===== config.mk =====
export PLATFORM = sky130hd
export DESIGN_NAME = soc_miner_job_sched
export DESIGN_NICKNAME = d
export VERILOG_FILES = /design/src/rtl/soc_miner_job_sched.sv
export SDC_FILE = /design/constraint.sdc
export NUM_CORES = 1
export LEC_CHECK = 0
export CORE_MARGIN = 1
export CORE_UTILIZATION = 59
export CTS_CLUSTER_DIAMETER = 150
export DETAILED_ROUTE_END_ITERATION = 12
export PLACE_DENSITY = 0.85
export SLEW_MARGIN = 5
export SYNTH_ARGS = -nofsm -noshare
export SYNTH_HDL_FRONTEND = slang
export SYNTH_SLANG_ARGS = --single-unit
export TNS_END_PERCENT = 1

===== constraint.sdc =====
create_clock -name Clk -period 30.5 [get_ports Clk]
set_clock_uncertainty 0.2 [all_clocks]
set_input_delay 6.1 -clock Clk [delete_from_list [all_inputs] [get_ports Clk]]
set_output_delay 6.1 -clock Clk [all_outputs]
set_load 0.05 [all_outputs]

===== src/rtl/soc_miner_job_sched.sv =====
// soc_miner_job_sched: descriptor FIFO sequencing the memory engine; SOC_MINER_JOB_TIMEOUT_EN adds a wait-state watchdog
module soc_miner_job_sched #(
   parameter int FIFO_DEPTH    = 4,
   parameter int ADDR_WIDTH    = 30,
   parameter int LEN_WIDTH     = 32,
   parameter int TIMEOUT_WIDTH = 16
) (
   input  logic                        Clk,
   input  logic                        RESET,
   input  logic                        enable,
   input  logic                        job_push,
   input  logic [ADDR_WIDTH-1:0]       job_src,
   input  logic [ADDR_WIDTH-1:0]       job_dst,
   input  logic [LEN_WIDTH-1:0]        job_len,
   input  logic                        flush,
   output logic                        job_full,
   output logic [$clog2(FIFO_DEPTH):0] job_count,
   output logic                        overflow,
   output logic                        go_read,
   output logic                        go_write,
   output logic [ADDR_WIDTH-1:0]       source_address,
   output logic [ADDR_WIDTH-1:0]       destination_address,
   output logic [LEN_WIDTH-1:0]        length,
   input  logic                        rd_done,
   input  logic                        wr_done,
   output logic                        busy,
   output logic [15:0]                 jobs_done,
   input  logic [TIMEOUT_WIDTH-1:0]    timeout_limit,
   output logic                        timeout_err,
   input  logic                        err_clear
);
   localparam int PW = $clog2(FIFO_DEPTH);
   localparam int CW = PW + 1;
   typedef enum logic [2:0] {IDLE, RD_GO, RD_WAIT, WR_GO, WR_WAIT, DONE} state_t;
   state_t state_q, state_d;
   logic [ADDR_WIDTH-1:0] src_mem [FIFO_DEPTH];
   logic [ADDR_WIDTH-1:0] dst_mem [FIFO_DEPTH];
   logic [LEN_WIDTH-1:0] len_mem [FIFO_DEPTH];
   logic [PW-1:0] wr_ptr_q, wr_ptr_d, rd_ptr_q, rd_ptr_d;
   logic [CW-1:0] count_q, count_d;
   logic [ADDR_WIDTH-1:0] src_q, src_d, dst_q, dst_d;
   logic [LEN_WIDTH-1:0] len_q, len_d;
   logic [15:0] done_cnt_q, done_cnt_d;
   logic ovf_q, ovf_d, terr_q, terr_d;
   logic full, push_ok, pop, tmo_hit;

`ifdef SOC_MINER_JOB_TIMEOUT_EN
   logic [TIMEOUT_WIDTH-1:0] tmo_q, tmo_d;
   logic in_wait;
   always_comb begin
      in_wait = state_q == RD_WAIT || state_q == WR_WAIT;
      tmo_hit = in_wait && timeout_limit != '0 && tmo_q == timeout_limit;
      tmo_d = in_wait ? tmo_q + TIMEOUT_WIDTH'(1) : '0;
   end
   always_ff @(posedge Clk) tmo_q <= RESET ? '0 : tmo_d;
`else
   logic unused_timeout;
   assign unused_timeout = ^timeout_limit;
   assign tmo_hit = 1'b0;
`endif

   always_comb begin
      full = count_q == CW'(FIFO_DEPTH);
      push_ok = job_push && !flush && !full;
      pop = state_q == IDLE && enable && count_q != '0 && !terr_q && !flush;
      count_d = flush ? '0 : count_q + CW'(push_ok) - CW'(pop);
      wr_ptr_d = wr_ptr_q + PW'(push_ok);
      rd_ptr_d = flush ? wr_ptr_q : rd_ptr_q + PW'(pop);
      ovf_d = (job_push && !flush && full) ? 1'b1 : err_clear ? 1'b0 : ovf_q;
      terr_d = tmo_hit ? 1'b1 : err_clear ? 1'b0 : terr_q;
   end

   always_comb begin
      state_d = state_q;
      src_d = src_q;
      dst_d = dst_q;
      len_d = len_q;
      done_cnt_d = done_cnt_q;
      go_read = 1'b0;
      go_write = 1'b0;
      unique case (state_q)
         IDLE: begin
            if (pop) begin
               state_d = RD_GO;
               src_d = src_mem[rd_ptr_q];
               dst_d = dst_mem[rd_ptr_q];
               len_d = len_mem[rd_ptr_q];
            end
         end
         RD_GO: begin
            go_read = len_q != '0;
            state_d = len_q == '0 ? DONE : RD_WAIT;
         end
         RD_WAIT: state_d = tmo_hit ? IDLE : rd_done ? WR_GO : RD_WAIT;
         WR_GO: begin
            go_write = 1'b1;
            state_d = WR_WAIT;
         end
         WR_WAIT: state_d = tmo_hit ? IDLE : wr_done ? DONE : WR_WAIT;
         DONE: begin
            done_cnt_d = done_cnt_q + 16'd1;
            state_d = IDLE;
         end
         default: state_d = IDLE;
      endcase
   end

   always_ff @(posedge Clk) begin
      if (RESET) begin
         state_q <= IDLE;
         wr_ptr_q <= '0;
         rd_ptr_q <= '0;
         count_q <= '0;
         src_q <= '0;
         dst_q <= '0;
         len_q <= '0;
         done_cnt_q <= '0;
         ovf_q <= 1'b0;
         terr_q <= 1'b0;
      end else begin
         state_q <= state_d;
         wr_ptr_q <= wr_ptr_d;
         rd_ptr_q <= rd_ptr_d;
         count_q <= count_d;
         src_q <= src_d;
         dst_q <= dst_d;
         len_q <= len_d;
         done_cnt_q <= done_cnt_d;
         ovf_q <= ovf_d;
         terr_q <= terr_d;
      end
   end

   // storage needs no reset: occupancy is tracked by count_q
   always_ff @(posedge Clk) begin
      if (push_ok) begin
         src_mem[wr_ptr_q] <= job_src;
         dst_mem[wr_ptr_q] <= job_dst;
         len_mem[wr_ptr_q] <= job_len;
      end
   end

   assign job_full = full;
   assign job_count = count_q;
   assign overflow = ovf_q;
   assign timeout_err = terr_q;
   assign busy = state_q != IDLE;
   assign jobs_done = done_cnt_q;
   assign source_address = src_q;
   assign destination_address = dst_q;
   assign length = len_q;
endmodule


---- Word level (Yosys, flattened, before mapping) ----
Memory sizes are Yosys's and may differ from the RTL's. A register that Yosys moved wholly into a read port is not among the register bits.
Index checks and enable logic that the tools add are counted.
operators by class
  $add $sub $neg .......................... 5
  multipliers ............................. 0
  divide/modulo/power cells ............... 0
  order comparisons ....................... 0
  equal/unequal tests ..................... 7
  shifts and indexed selects .............. 0
  multiplexer cells ....................... 12
  bitwise logic cells ..................... 0
  reduce and logical (&&, ||, !) cells .... 16
operator list
  operator                                                               count
  32-bit zero test                                                       1
  32-bit nonzero test                                                    1
  16-bit by 1-bit adder with 16-bit output, second input constant        1
  3-bit case mux with 5 select lines                                     1
  3-bit equality test, second input constant                             3
  1-bit two-way mux                                                      8
  3-bit by 2-bit equality test with 1-bit output, second input constant  2
  1-bit logical AND                                                      6
  3-bit two-way mux                                                      2
  3-bit nonzero test                                                     2
  2-bit by 1-bit adder with 2-bit output                                 2
  3-bit by 1-bit adder with 3-bit output                                 1
  3-bit by 1-bit equality test with 1-bit output, second input constant  1
  3-bit zero test                                                        1
  3-bit by 1-bit subtractor with 3-bit output                            1
  1-bit zero test                                                        2
  2-bit two-way mux                                                      1
  2-bit != test, second input constant                                   1
  2-bit AND reduction                                                    1
  2-bit nonzero test                                                     1
  2-bit OR reduction                                                     1
storage, ports and cells
  register bits ........................... 27
  bits in latches ......................... 0
  memory bits (writable) .................. 368
  ROM bits ................................ 0
  output and inout bits ................... 117
  memories kept ........................... 3
memories
  memory   depth  bits a word  rd ports  clocked after memory_dff  wr ports  RTL line  source
  len_mem  4      32           1         1                         1         38        logic [LEN_WIDTH-1:0] len_mem [FIFO_DEPTH];
  dst_mem  4      30           1         1                         1         37        logic [ADDR_WIDTH-1:0] dst_mem [FIFO_DEPTH];
  src_mem  4      30           1         1                         1         36        logic [ADDR_WIDTH-1:0] src_mem [FIFO_DEPTH];

---- Logic depth before layout (Yosys ltp) ----
  depth after elaboration ................. 6
  depth in mapped cells ................... 12

---- Worst setup path before layout ----
OpenSTA, ideal clock, no wires.
  path kind ............................... input port to flip-flop
  from .................................... input flush
  to ...................................... memory dst_mem[0][0], enable pin
  library setup time ...................... 0.677 ns
  arrival time ............................ 13.576 ns
  required time ........................... 29.623 ns
  slack ................................... 16.047 ns
  stages .................................. 3
  cell sequence ........................... clkbuf_1 -> nor3b_1 -> nor3b_1
on the way
  word-level cells in the longest chain between the ends .. 5
RTL lines
  what                                     RTL line  source
  start, declared                          15        input logic flush,
  1-bit zero test                          64        push_ok = job_push && !flush && !full;
  1-bit logical AND (2 in a row)           64
  1-bit two-way mux                        136       if (push_ok) begin
  1-bit two-way mux (not written as such)  138       dst_mem[wr_ptr_q] <= job_dst;
  end, declared                            37
Every way passes these cells.

---- Worst setup path after layout ----
  from .................................... input flush
  to ...................................... memory len_mem[2][14], enable pin
on the way
  word-level cells in the longest chain between the ends .. 5
RTL lines
  what                                     RTL line  source
  1-bit zero test                          64
  1-bit logical AND (2 in a row)           64
  1-bit two-way mux                        136
  1-bit two-way mux (not written as such)  139       len_mem[wr_ptr_q] <= job_len;
  end, declared                            38
Every way passes these cells.

==> results.toml <==
[synth]
synth_xor_area_share_pct = 0.639
synth_edf_count = 368
synth_compound_area_share_pct = 3.21
yosys.area_share.simple_pct = 6.71
synth.distinct_cells = 46
synth_nets = 1166
synth-main-ff-cell = "edfxtp_1"
synth_seq_cells = 487
synthCells = 1046
syn_area_sq_um = 17800
synth.avg_cell_area_sq_um = 17.0
muxShareOfSynthArea_pct = 11.9
yosysWarningCount = 0
synth_top_family_by_area = "multiplexers"
synth_fa_ha_area_share_pct = 0.323
async_flop_share_pct = 0
synth-seq-area-share_pct = 75.3

[timing]
report.final.setup_viol = 0
finalCritPeriodShare_pct = 30.2
rsz0062_at_grt = "no"
finalCriticalPeriod_ns = 9.22
max_slew_margin_pct = 28.9
slew_viol_final = 0
fin_hold_ws_ns = 0.253
finalHoldViolCount = 0
fmax_ghz = 0.109
fin_setup_tns_ns = 0
worstMarginPinSlew_ns = 1.07

[clocking]
cts.sinks = 487
root_buffer = "clkbuf_16"
cts_hold_buf = 0
clk_pin_slew_ns = 0.06
post_cts_resized = 0
h-tree-depth = 2
cts_buffers = 48
cts_setup_buffers = 0
cts_max_path_buffers = 3
cts_tree = "built"
clk_latency_ns = 0.54

[floorplan]
rows = 63
core-area_sq_um = 29700
die_y_microns = 176
top_level_ports = 233
die_w_microns = 176
start_util_pct = 60.0
die_area_sq_um = 30900

[global_route]
grt_first_pass_wirelength_mm = 57.2
antenna_found_initial = 5
grt_pass1_vias = 10100
grt_usage_pct = 24.5
gr-total-overflow = 0
grt_max_degree = 87

[place]
dp_hpwl_mm = 20.5
portBuffers = 215
place_congestion = 0.835
placed_cells_incl_taps = 1603

[critical_path]
cp-end-kind = "flop"
worstPathMaxFanout = 56
critical_path_class = "input port to flop"
setup.worst_path.start_class = "input port"
cp.arrival_ns = 9.17
cp.required_ns = 30.45

[power]
p_leak_nw = 7.01
p_per_area_nw_per_um2 = 65.4
peakVddDrop_v = 0.0000535

[run]
drv_cap = 0

[finish]
area_growth_pct = 23.3
layout-drive-gt1-share_pct = 14.9
n_fill_cell = 1745
final_nets = 1383
final_cells = 1695
regArea_sq_um = 13400
multiInputGateArea_sq_um = 4090

[detailed_routing]
wirelength_mm = 36.7
num_vias = 9746
post-route-drc-count = 0
dr.pass1.iters = 5
drtAntennaViolNets = 0
drt_iter0_drc = 671
vias_per_cell = 5.75
avgRoutedWirePerCell_microns = 21.7

[worst_hold_path]
hp-class = "flop to flop"

[status]
outcome = "finished, final reports clean"
==> area by class of cell <==
class                   count  share of cell area, %
clock buffers              72                   6.52
multi-input cells         492                   18.6
repair buffers            227                   10.2
clock inverters            16                   1.14
well taps                 390                   2.22
inverters                   7                  0.120
diodes                      4                 0.0455
flip-flops and latches    487                   61.1
==> where the power goes <==
part / leakage, nW / switching [mW] / internal [mW]
combinational: 1.88 / 0.0459 / 0.0392
sequential: 4.30 / 0.0101 / 0.728
clock: 0.824 / 0.238 / 0.377
==> layout by cell type, fill, tap and decap left out, drive strengths merged, types with 3 or more instances in the layout <==
cell type      count
bufinv             6
clkinv             8
mux4              92
nor3b              6
inv                8
nor4               9
nor3               8
clkdlybuf4s50    214
nand2            190
nand3              5
mux2               3
xor2               5
ha                 3
nand4              3
a21oi             97
and3               3
or3                6
nor2              20
nor2b              4
dfxtp            119
buf               13
o21ai              5
edfxtp           368
diode              4
clkbuf            72
xnor2              8
==> through the flow <==
step           util (%)  cell area, sq um  setup WS (ns)  total power, mW
3_5_place_dp       68.3             20300          20.73            0.838
3_3_place_gp       68.3             20300          20.76            0.834
2_1_floorplan         -             17800          16.05            0.803
6_report           74.0             22000          21.28             1.44
5_1_grt            74.0             22000          21.04             1.48
4_1_cts            73.9             22000          21.30             1.45
==> synthesized netlist by cell type, types with 3 or more instances <==
library cell	number	area share, %
inv_1	7	0.15
nand3_1	5	0.14
nor3b_1	6	0.25
xnor2_1	8	0.39
nor2b_1	4	0.14
nand4_1	3	0.11
or3_1	6	0.21
and3_1	3	0.11
nor2_1	20	0.42
clkbuf_1	29	0.61
mux4_2	92	12
buf_2	20	0.56
nand2_1	190	4.0
nor4_1	9	0.32
buf_6	7	0.44
edfxtp_1	368	62
ha_1	3	0.21
nor3_1	7	0.20
xor2_1	5	0.25
a21oi_1	97	2.7
dfxtp_1	119	13
o21ai_0	5	0.14
==> cells by family after synthesis <==
group | after synthesis
DFF | 487
and+or+nand+nor | 268
AOI/OAI and AO/OA | 110
muxes | 96
buffers and inverters | 67
xor gates and xnor gates | 13
adders and majority gates | 4
other | 1
==> critical path, cell delays in order <==
cell and delay [ns]:
clkdlybuf4s50_1 0.54, nor3b_1 0.86, and3b_4 0.79, buf_4 0.80
==> final timing paths <==
path / from / end / slack [ns] / depth (start not counted)
worst min register to register: source_address[22] / source_address[22] / 0.25 / 2
worst min-delay path: source_address[22] / source_address[22] / 0.25 / 2
worst max register to register: job_count[1] / len_mem[2][14] / 26.87 / 4
worst max-delay path: flush / len_mem[2][14] / 21.28 / 4
==> per-layer routing <==
metal | wire length [microns] | global-route usage, % | vias up
li1 | - | - | 4431
met1 | 15100 | 32.5 | 4947
met2 | 18400 | 40.9 | 299
met3 | 2120 | 4.33 | 69
met4 | 1100 | 8.91 | 0
met5 | 0 | 0 | -
==> flip-flops by register name (all words and copies together), names as in the netlist <==
| signal | cells |
|---|---|
| destination_address | 30 |
| dst_mem | 120 |
| job_count | 3 |
| jobs_done | 16 |
| len_mem | 128 |
| length | 32 |
| overflow | 1 |
| rd_ptr_q | 2 |
| source_address | 30 |
| src_mem | 120 |
| state_q | 3 |
| wr_ptr_q | 2 |
(Power assumes the default switching activity.)
